--- config.mk ---
export PLATFORM = sky130hd
export DESIGN_NAME = control_layer_gen
export DESIGN_NICKNAME = d
export VERILOG_FILES = /design/src/rtl/control_layer_gen.sv
export SDC_FILE = /design/constraint.sdc
export NUM_CORES = 1
export LEC_CHECK = 0
export CAP_MARGIN = 20
export CORE_ASPECT_RATIO = 1.1
export CORE_MARGIN = 5
export CORE_UTILIZATION = 55
export DETAILED_ROUTE_END_ITERATION = 6
export HOLD_SLACK_MARGIN = 0.1
export PLACE_DENSITY = 0.81
export SLEW_MARGIN = 30
export SYNTH_ARGS = -nofsm -noshare
export SYNTH_HDL_FRONTEND = slang
export SYNTH_SLANG_ARGS = --single-unit
--- constraint.sdc ---
create_clock -name clk -period 3.15 [get_ports clk]
set_input_delay 0.4725 -clock clk [delete_from_list [all_inputs] [get_ports clk]]
set_output_delay 0.4725 -clock clk [all_outputs]
set_load 0.01 [all_outputs]
--- src/rtl/control_layer_gen.sv ---
// rtl/control_layer_gen.sv - padded-raster layer controller with window-valid pipelines
module control_layer_gen #(
  parameter int WIDTH    = 5,
  parameter int HEIGHT   = 5,
  parameter int PAD      = 1,
  parameter int KSIZE    = 3,
  parameter int CONV_LAT = 4,
  parameter int BIAS_LAT = 2,
  parameter int NUM_PASS = 1
) (
  input  logic                clk,
  input  logic                rst,
  input  logic                start,
  input  logic                valid_in,
  output logic                in_ready,
  output logic                padding_valid,
  output logic [31:0]         counter_col,
  output logic [31:0]         counter_row,
  output logic [31:0]         pass_idx,
  output logic                window_valid,
  output logic [CONV_LAT-1:0] valid_pipeline2D,
  output logic [BIAS_LAT-1:0] valid_pipeline_bias,
  output logic                valid_out,
  output logic                busy,
  output logic                layer_done
);

  localparam logic [31:0] PW         = 32'(WIDTH + 2 * PAD);
  localparam logic [31:0] PH         = 32'(HEIGHT + 2 * PAD);
  localparam logic [31:0] LO         = 32'(PAD);
  localparam logic [31:0] COL_HI     = 32'(PAD + WIDTH);
  localparam logic [31:0] ROW_HI     = 32'(PAD + HEIGHT);
  localparam logic [31:0] K_LAST     = 32'(KSIZE - 1);
  localparam logic [31:0] DRAIN_LAST = 32'(CONV_LAT + BIAS_LAT - 1);
  localparam logic [31:0] PASS_LAST  = 32'(NUM_PASS - 1);

  typedef enum logic [1:0] {IDLE, RUN, DRAIN} state_t;

  state_t      state, state_nx;
  logic [31:0] col_nx, row_nx, pass_nx, drain_cnt, drain_nx;
  logic        done_nx, is_pad, advance;

  assign busy      = (state != IDLE);
  assign valid_out = valid_pipeline_bias[BIAS_LAT-1];

  always_comb begin
    state_nx      = state;
    col_nx        = counter_col;
    row_nx        = counter_row;
    pass_nx       = pass_idx;
    drain_nx      = drain_cnt;
    done_nx       = 1'b0;
    in_ready      = 1'b0;
    padding_valid = 1'b0;
    advance       = 1'b0;
    window_valid  = 1'b0;
    is_pad = (counter_row < LO) || (counter_row >= ROW_HI) ||
             (counter_col < LO) || (counter_col >= COL_HI);
    unique case (state)
      IDLE: begin
        pass_nx = 32'd0;
        if (start) state_nx = RUN;
      end
      RUN: begin
        padding_valid = is_pad;
        in_ready      = !is_pad;
        // Pad positions never wait on the upstream pixel stream.
        advance       = is_pad || valid_in;
        window_valid  = advance && (counter_row >= K_LAST) && (counter_col >= K_LAST);
        if (advance) begin
          if (counter_col == PW - 32'd1) begin
            col_nx = 32'd0;
            if (counter_row == PH - 32'd1) begin
              row_nx   = 32'd0;
              drain_nx = 32'd0;
              state_nx = DRAIN;
            end else begin
              row_nx = counter_row + 32'd1;
            end
          end else begin
            col_nx = counter_col + 32'd1;
          end
        end
      end
      DRAIN: begin
        if (drain_cnt == DRAIN_LAST) begin
          drain_nx = 32'd0;
          if (pass_idx == PASS_LAST) begin
            state_nx = IDLE;
            pass_nx  = 32'd0;
            done_nx  = 1'b1;
          end else begin
            state_nx = RUN;
            pass_nx  = pass_idx + 32'd1;
          end
        end else begin
          drain_nx = drain_cnt + 32'd1;
        end
      end
      default: state_nx = IDLE;
    endcase
  end

  always_ff @(posedge clk) begin
    if (rst) begin
      state               <= IDLE;
      counter_col         <= 32'd0;
      counter_row         <= 32'd0;
      pass_idx            <= 32'd0;
      drain_cnt           <= 32'd0;
      layer_done          <= 1'b0;
      valid_pipeline2D    <= '0;
      valid_pipeline_bias <= '0;
    end else begin
      state       <= state_nx;
      counter_col <= col_nx;
      counter_row <= row_nx;
      pass_idx    <= pass_nx;
      drain_cnt   <= drain_nx;
      layer_done  <= done_nx;
      valid_pipeline2D[0]    <= window_valid;
      valid_pipeline_bias[0] <= valid_pipeline2D[CONV_LAT-1];
      for (int i = 1; i < CONV_LAT; i++) valid_pipeline2D[i] <= valid_pipeline2D[i-1];
      for (int i = 1; i < BIAS_LAT; i++) valid_pipeline_bias[i] <= valid_pipeline_bias[i-1];
    end
  end

endmodule

# After elaboration in Yosys (flattened, before gate mapping)
# Cells that the tools add are included.
[totals]
ff_bits = 137
latch_bits = 0
mem_bits_rw = 0
rom_bits = 0
in_bits = 4
out_inout_bits = 108
elab_cells = 69
n_memories = 0
[op_classes]
add_sub_neg = 4
n_mul = 0
div_mod_pow = 0
order_cmp = 6
n_eq_ne = 10
shifts = 0
mux = 21
n_bitwise = 2
n_reduce_logical = 18
[op_table]
columns = ["cell", "n"]
rows = [
  ["2-to-1 mux 32 bit", 8],
  ["adder 32 x 1 -> 32 bit (second input constant)", 4],
  ["one-hot mux 32 bit (2 select lines)", 2],
  ["== test 32 x 3 -> 1 bit (second input constant)", 3],
  ["greater-or-equal comparator 32 x 2 -> 1 bit (second input constant)", 2],
  ["greater-or-equal comparator 32 x 3 -> 1 bit (second input constant)", 2],
  ["< comparator 32 x 1 -> 1 bit (second input constant)", 2],
  ["logical NOT 32 bit", 1],
  ["2-to-1 mux 2 bit", 5],
  ["!= test 2 bit (second input constant)", 5],
  ["one-hot mux 2 bit (3 select lines)", 1],
  ["nonzero test 2 bit", 3],
  ["2-to-1 mux 1 bit", 5],
  ["AND reduction 5 bit", 1],
  ["logical OR 1 bit", 4],
  ["AND reduction 2 bit", 2],
  ["AND reduction 4 bit", 1],
  ["AND reduction 3 bit", 1],
  ["OR reduction 3 bit", 1],
  ["== test 2 x 1 -> 1 bit (second input constant)", 1],
  ["== test 2 bit (second input constant)", 1],
  ["logical AND 1 bit", 2],
  ["logical NOT 2 bit", 1],
  ["NOT 1 bit", 2],
  ["logical NOT 1 bit", 1],
]

# Longest topological paths before layout
[logic_depth]
ltp_word = 8
ltp_mapped = 10
mapped_depth_nobuf = 8

# Worst setup path after synthesis
# Ideal clock, no wire load.
[synth_path]
kind = "register to register"
from = "register counter_col[1]"
to = "register drain_cnt[10]"
setup_ns = 0.070
t_arrival_ns = 2.373
t_required_ns = 3.080
slack_ns = 0.706
stages_incl_launch_ff = 9
n_path_buf = 1
period_less_slack_ns = 2.444
path_cell_list = "dfxtp_1 -> ha_1 -> nor4bb_1 -> nand4_2 -> nor3_4 -> a21oi_2 -> buf_6 -> or4_1 -> a21oi_1"
[synth_via]
elab_chain_cells = 6
elab_cells_between_ends = 9
classes_between = "order compare (2); eq/ne (3); reduce/logical (4)"
[synth_lines]
columns = ["element", "line_no", "rtl"]
rows = [
  ["from (decl)", "17", "output logic [31:0] counter_col,"],
  ["from (signal assigned)", "116", "counter_col <= col_nx;"],
  ["< comparator 32 x 1 -> 1 bit", "58", "(counter_col < LO) || (counter_col >= COL_HI);"],
  ["logical OR 1 bit", "57", "is_pad = (counter_row < LO) || (counter_row >= ROW_HI) ||"],
  ["logical OR 1 bit", "58", ""],
  ["logical OR 1 bit", "68", "advance = is_pad || valid_in;"],
  ["!= test 2 bit (no source line)", "--", ""],
  ["AND reduction 4 bit (no source line) *", "--", ""],
  ["to (signal assigned)", "119", "drain_cnt <= drain_nx;"],
  ["to (decl)", "40", "logic [31:0] col_nx, row_nx, pass_nx, drain_cnt, drain_nx;"],
]
# Mark *: on every way between the ends. The rest lies on a longest branch, timed or not.
# A chain may end at the register's enable or synchronous reset.

# Worst setup path after layout
[layout_path]
from = "register counter_col[0]"
to = "output in_ready"
[layout_via]
elab_chain_cells = 5
elab_cells_between_ends = 6
classes_between = "order compare (2); mux (1); reduce/logical (3)"
[layout_lines]
columns = ["element", "line_no", "rtl"]
rows = [
  ["< comparator 32 x 1 -> 1 bit", "58", ""],
  ["logical OR 1 bit", "57", ""],
  ["logical OR 1 bit *", "58", ""],
  ["logical NOT 1 bit *", "66", "in_ready = !is_pad;"],
  ["2-to-1 mux 1 bit *", "59", "unique case (state)"],
  ["to (decl)", "15", "output logic in_ready,"],
]
# Marks and branches as above.

==> impl_metrics.yaml <==
clock_tree:
  cts_made_buffers: 17
  clock-root-buffer: "clkbuf_16"
  cts_tree: "built"
  clock_latency_ps: 420
  cts.sink_count: 137
  h-tree-depth: 4
  cts_buffer_depth: 2
  clk_pin_slew_ps: 60
sta:
  hold_viol: 0
  drv_slew: 0
  finalCriticalPeriod_ps: 2980
  fin_crit_sh: 0.947
  max_freq_ghz: 0.335
  setup_violations: 0
  rsz0062_at_grt: "false"
  setup-tns-final_ps: 0
  slew_headroom: 0.398
  tightest_slew_ps: 902
  fin_skew_ps: 6.79
floorplan:
  std_cell_rows: 44
  ios: 112
  die_area_um2: 15700
  die_y_um: 131
  start_util: 0.557
  core_um2: 13200
  die_w_um: 120
place:
  globalplace.congestion: 0.902
  port_buffers: 111
  dp_hpwl_um: 13500
detailed_routing:
  wl_per_cell_um: 16.6
  num_vias: 7319
  wl_um: 19600
  drtIter0Drc: 661
  vias_per_cell: 6.19
  drc: 0
  dr.pass1.iters: 5
  ant_nets: 0
yosys:
  synth_top_area_share: 0.374
  seq_area_frac_synth: 0.374
  async_reset_ff_frac: 0
  synth.most_common_cell: "dfxtp_1"
  synth.cell_area_um2: 7320
  synth_flop_cell: "dfxtp_1"
  yosys.area.top_type: "dfxtp_1"
  syn_area_per_cell_um2: 8.19
  synth-edff-count: 0
  yosys_warnings: 0
  synth_commonest_cells: "dfxtp_1 (137), nand2_1 (76), nor2_1 (75), a21oi_1 (69), nand3_1 (52)"
  synth.area.top_cells: "dfxtp_1 (37%), a21oi_1 (4.7%), nand2_1 (3.9%)"
  synth_seq_cells: 137
  synth_cells: 894
  syn-num-nets: 908
  synthDistinctLibCells: 62
worst_hold_path:
  min_path_type: "reg2reg"
  min_from: "valid_pipeline_bias[0]"
  hold_path_end: "valid_pipeline_bias[1]"
  whs_path_depth: 1
worst_setup_path:
  r2r_slack_ps: 360
  path_class: "reg2out"
  worstPathRequired_ps: 2680
  reg2reg_to: "counter_row[24]"
  r2r-start: "counter_col[1]"
  end_kind: "output port"
  critical_path.max_fanout: 6
  rr_worst_depth: 8
  critPathLaunchType: "flop"
  critPathArrivalTime_ps: 2510
global_route:
  antenna_found_initial: 0
  grt_pass1_vias: 6696
  grt_pass1_wl_um: 32300
  gr-total-overflow: 0
  grt_usage: 0.248
  grt_max_degree: 31
power_and_ir_drop:
  finalPower_uw: 3740
  switching_power_uw: 807
  p_clk_frac: 0.505
  cellPowerDensity_nw_per_um2: 405
  ir_worst_vdd_mv: 0.321
  seq_power_share: 0.466
  power_frac_comb: 0.029
  switching_share: 0.216
  internal-power_uw: 2930
  leakage_uw: 0.00293
job:
  cap_violations: 0
cells_and_area:
  area_delta_synth_final_pct: 25.9
  layout.nets: 1024
  final.fill_count: 1038
  antennaDiodeCount: 0
  drive_gt1_frac: 0.0862
run_status:
  run_status: "completed"
==> power groups by stage <==
| stage | registers (uW) | clock network [uW] | logic [uW] |
|---|---|---|---|
| floorplan | 1780 | 0 | 64.8 |
| global placement | 1780 | 0 | 107 |
| detailed placement | 1780 | 0 | 108 |
| CTS | 1740 | 1910 | 108 |
| global route | 1740 | 1990 | 118 |
| finish | 1740 | 1890 | 108 |
==> worst max-delay path, stage by stage (launching register included) <==
cell and delay, ps:
dfxtp_1 380, inv_1 110, ha_1 240, nor3b_1 190, o221a_2 220, and3_4 230, and3_1 180, clkdlybuf4s50_1 530
==> sequential cells by signal (all words and copies together) (netlist names) <==
| signal | count |
|---|---|
| state | 2 |
| counter_row | 32 |
| valid_pipeline_bias | 2 |
| counter_col | 32 |
| valid_pipeline2D | 4 |
| drain_cnt | 32 |
| pass_idx | 32 |
| layer_done | 1 |
==> layout by cell type (no fill, tap or decap), types with 17 or more instances in the layout <==
cell type | netlist | routed
xnor2_1 | 31 | 31
clkdlybuf4s50_1 | 0 | 110
or3_1 | 34 | 34
and3_1 | 18 | 17
nand2_1 | 76 | 76
o31ai_1 | 20 | 19
nand3_1 | 52 | 52
clkbuf_16 | 0 | 17
nor4_1 | 33 | 31
buf_4 | 2 | 24
o21ai_0 | 43 | 43
nand4_1 | 37 | 37
or4_1 | 23 | 23
dfxtp_1 | 137 | 137
inv_1 | 28 | 28
nor2_1 | 75 | 75
a21oi_1 | 69 | 69
nor3_1 | 25 | 25
==> cell type report <==
type | count | area [um2] | share of cell area
repair buffers | 135 | 1290 | 0.140
inverters | 28 | 105 | 0.0114
clock inverters | 7 | 68.8 | 0.00746
multi-input cells | 691 | 4320 | 0.469
well taps | 161 | 201 | 0.0218
clock buffers | 23 | 488 | 0.0529
flip-flops and latches | 137 | 2740 | 0.297
==> metrics by stage <==
stage,hold WS [ps],worst slack [ps],instance area (um2),std cells,util
floorplan,465,706,7320,894,-
global placement,447,386,8630,1152,0.656
detailed placement,456,409,8640,1152,0.657
CTS,467,26.9,9200,1182,0.700
global route,491,14.0,9220,1182,0.701
finish,467,167,9220,1182,0.701
==> routing by layer <==
metal	GRT usage	part of all wire
met1	0.311	0.42
met2	0.422	0.49
met3	0.0538	0.061
met4	0.0964	0.022
met5	0	0
==> kinds of logic (layout without fill, tap and decap cells) <==
family / after synthesis / in the layout / synth area share
XOR/XNOR: 46 / 46 / 0.0550
buffers and inverters: 66 / 193 / 0.0413
AND/OR/NAND/NOR: 462 / 462 / 0.372
multiplexers: 1 / 1 / 0.00137
flip-flops: 137 / 137 / 0.374
adder cells (fa/ha/maj): 10 / 10 / 0.0171
AO/OA/AOI/OAI: 172 / 172 / 0.139
==> what timing repair did <==
action                                  4_1_cts  5_1_grt
gates resized for setup                       1        5
buffers inserted                              0        0
endpoints found under the setup margin        1        2
hold buffers                                  0        0
==> worst max path at each step <==
stage	startpoint	to	slack, ps	cells past startpoint
3_5_place_dp	counter_col[1]	counter_row[11]	410	8
5_1_grt	counter_col[0]	in_ready	10	7
3_3_place_gp	counter_col[0]	counter_row[11]	390	9
4_1_cts	counter_col[1]	window_valid	30	7
2_1_floorplan	counter_col[1]	drain_cnt[10]	710	8
6_report	counter_col[0]	in_ready	170	7
(Power assumes the default switching activity.)
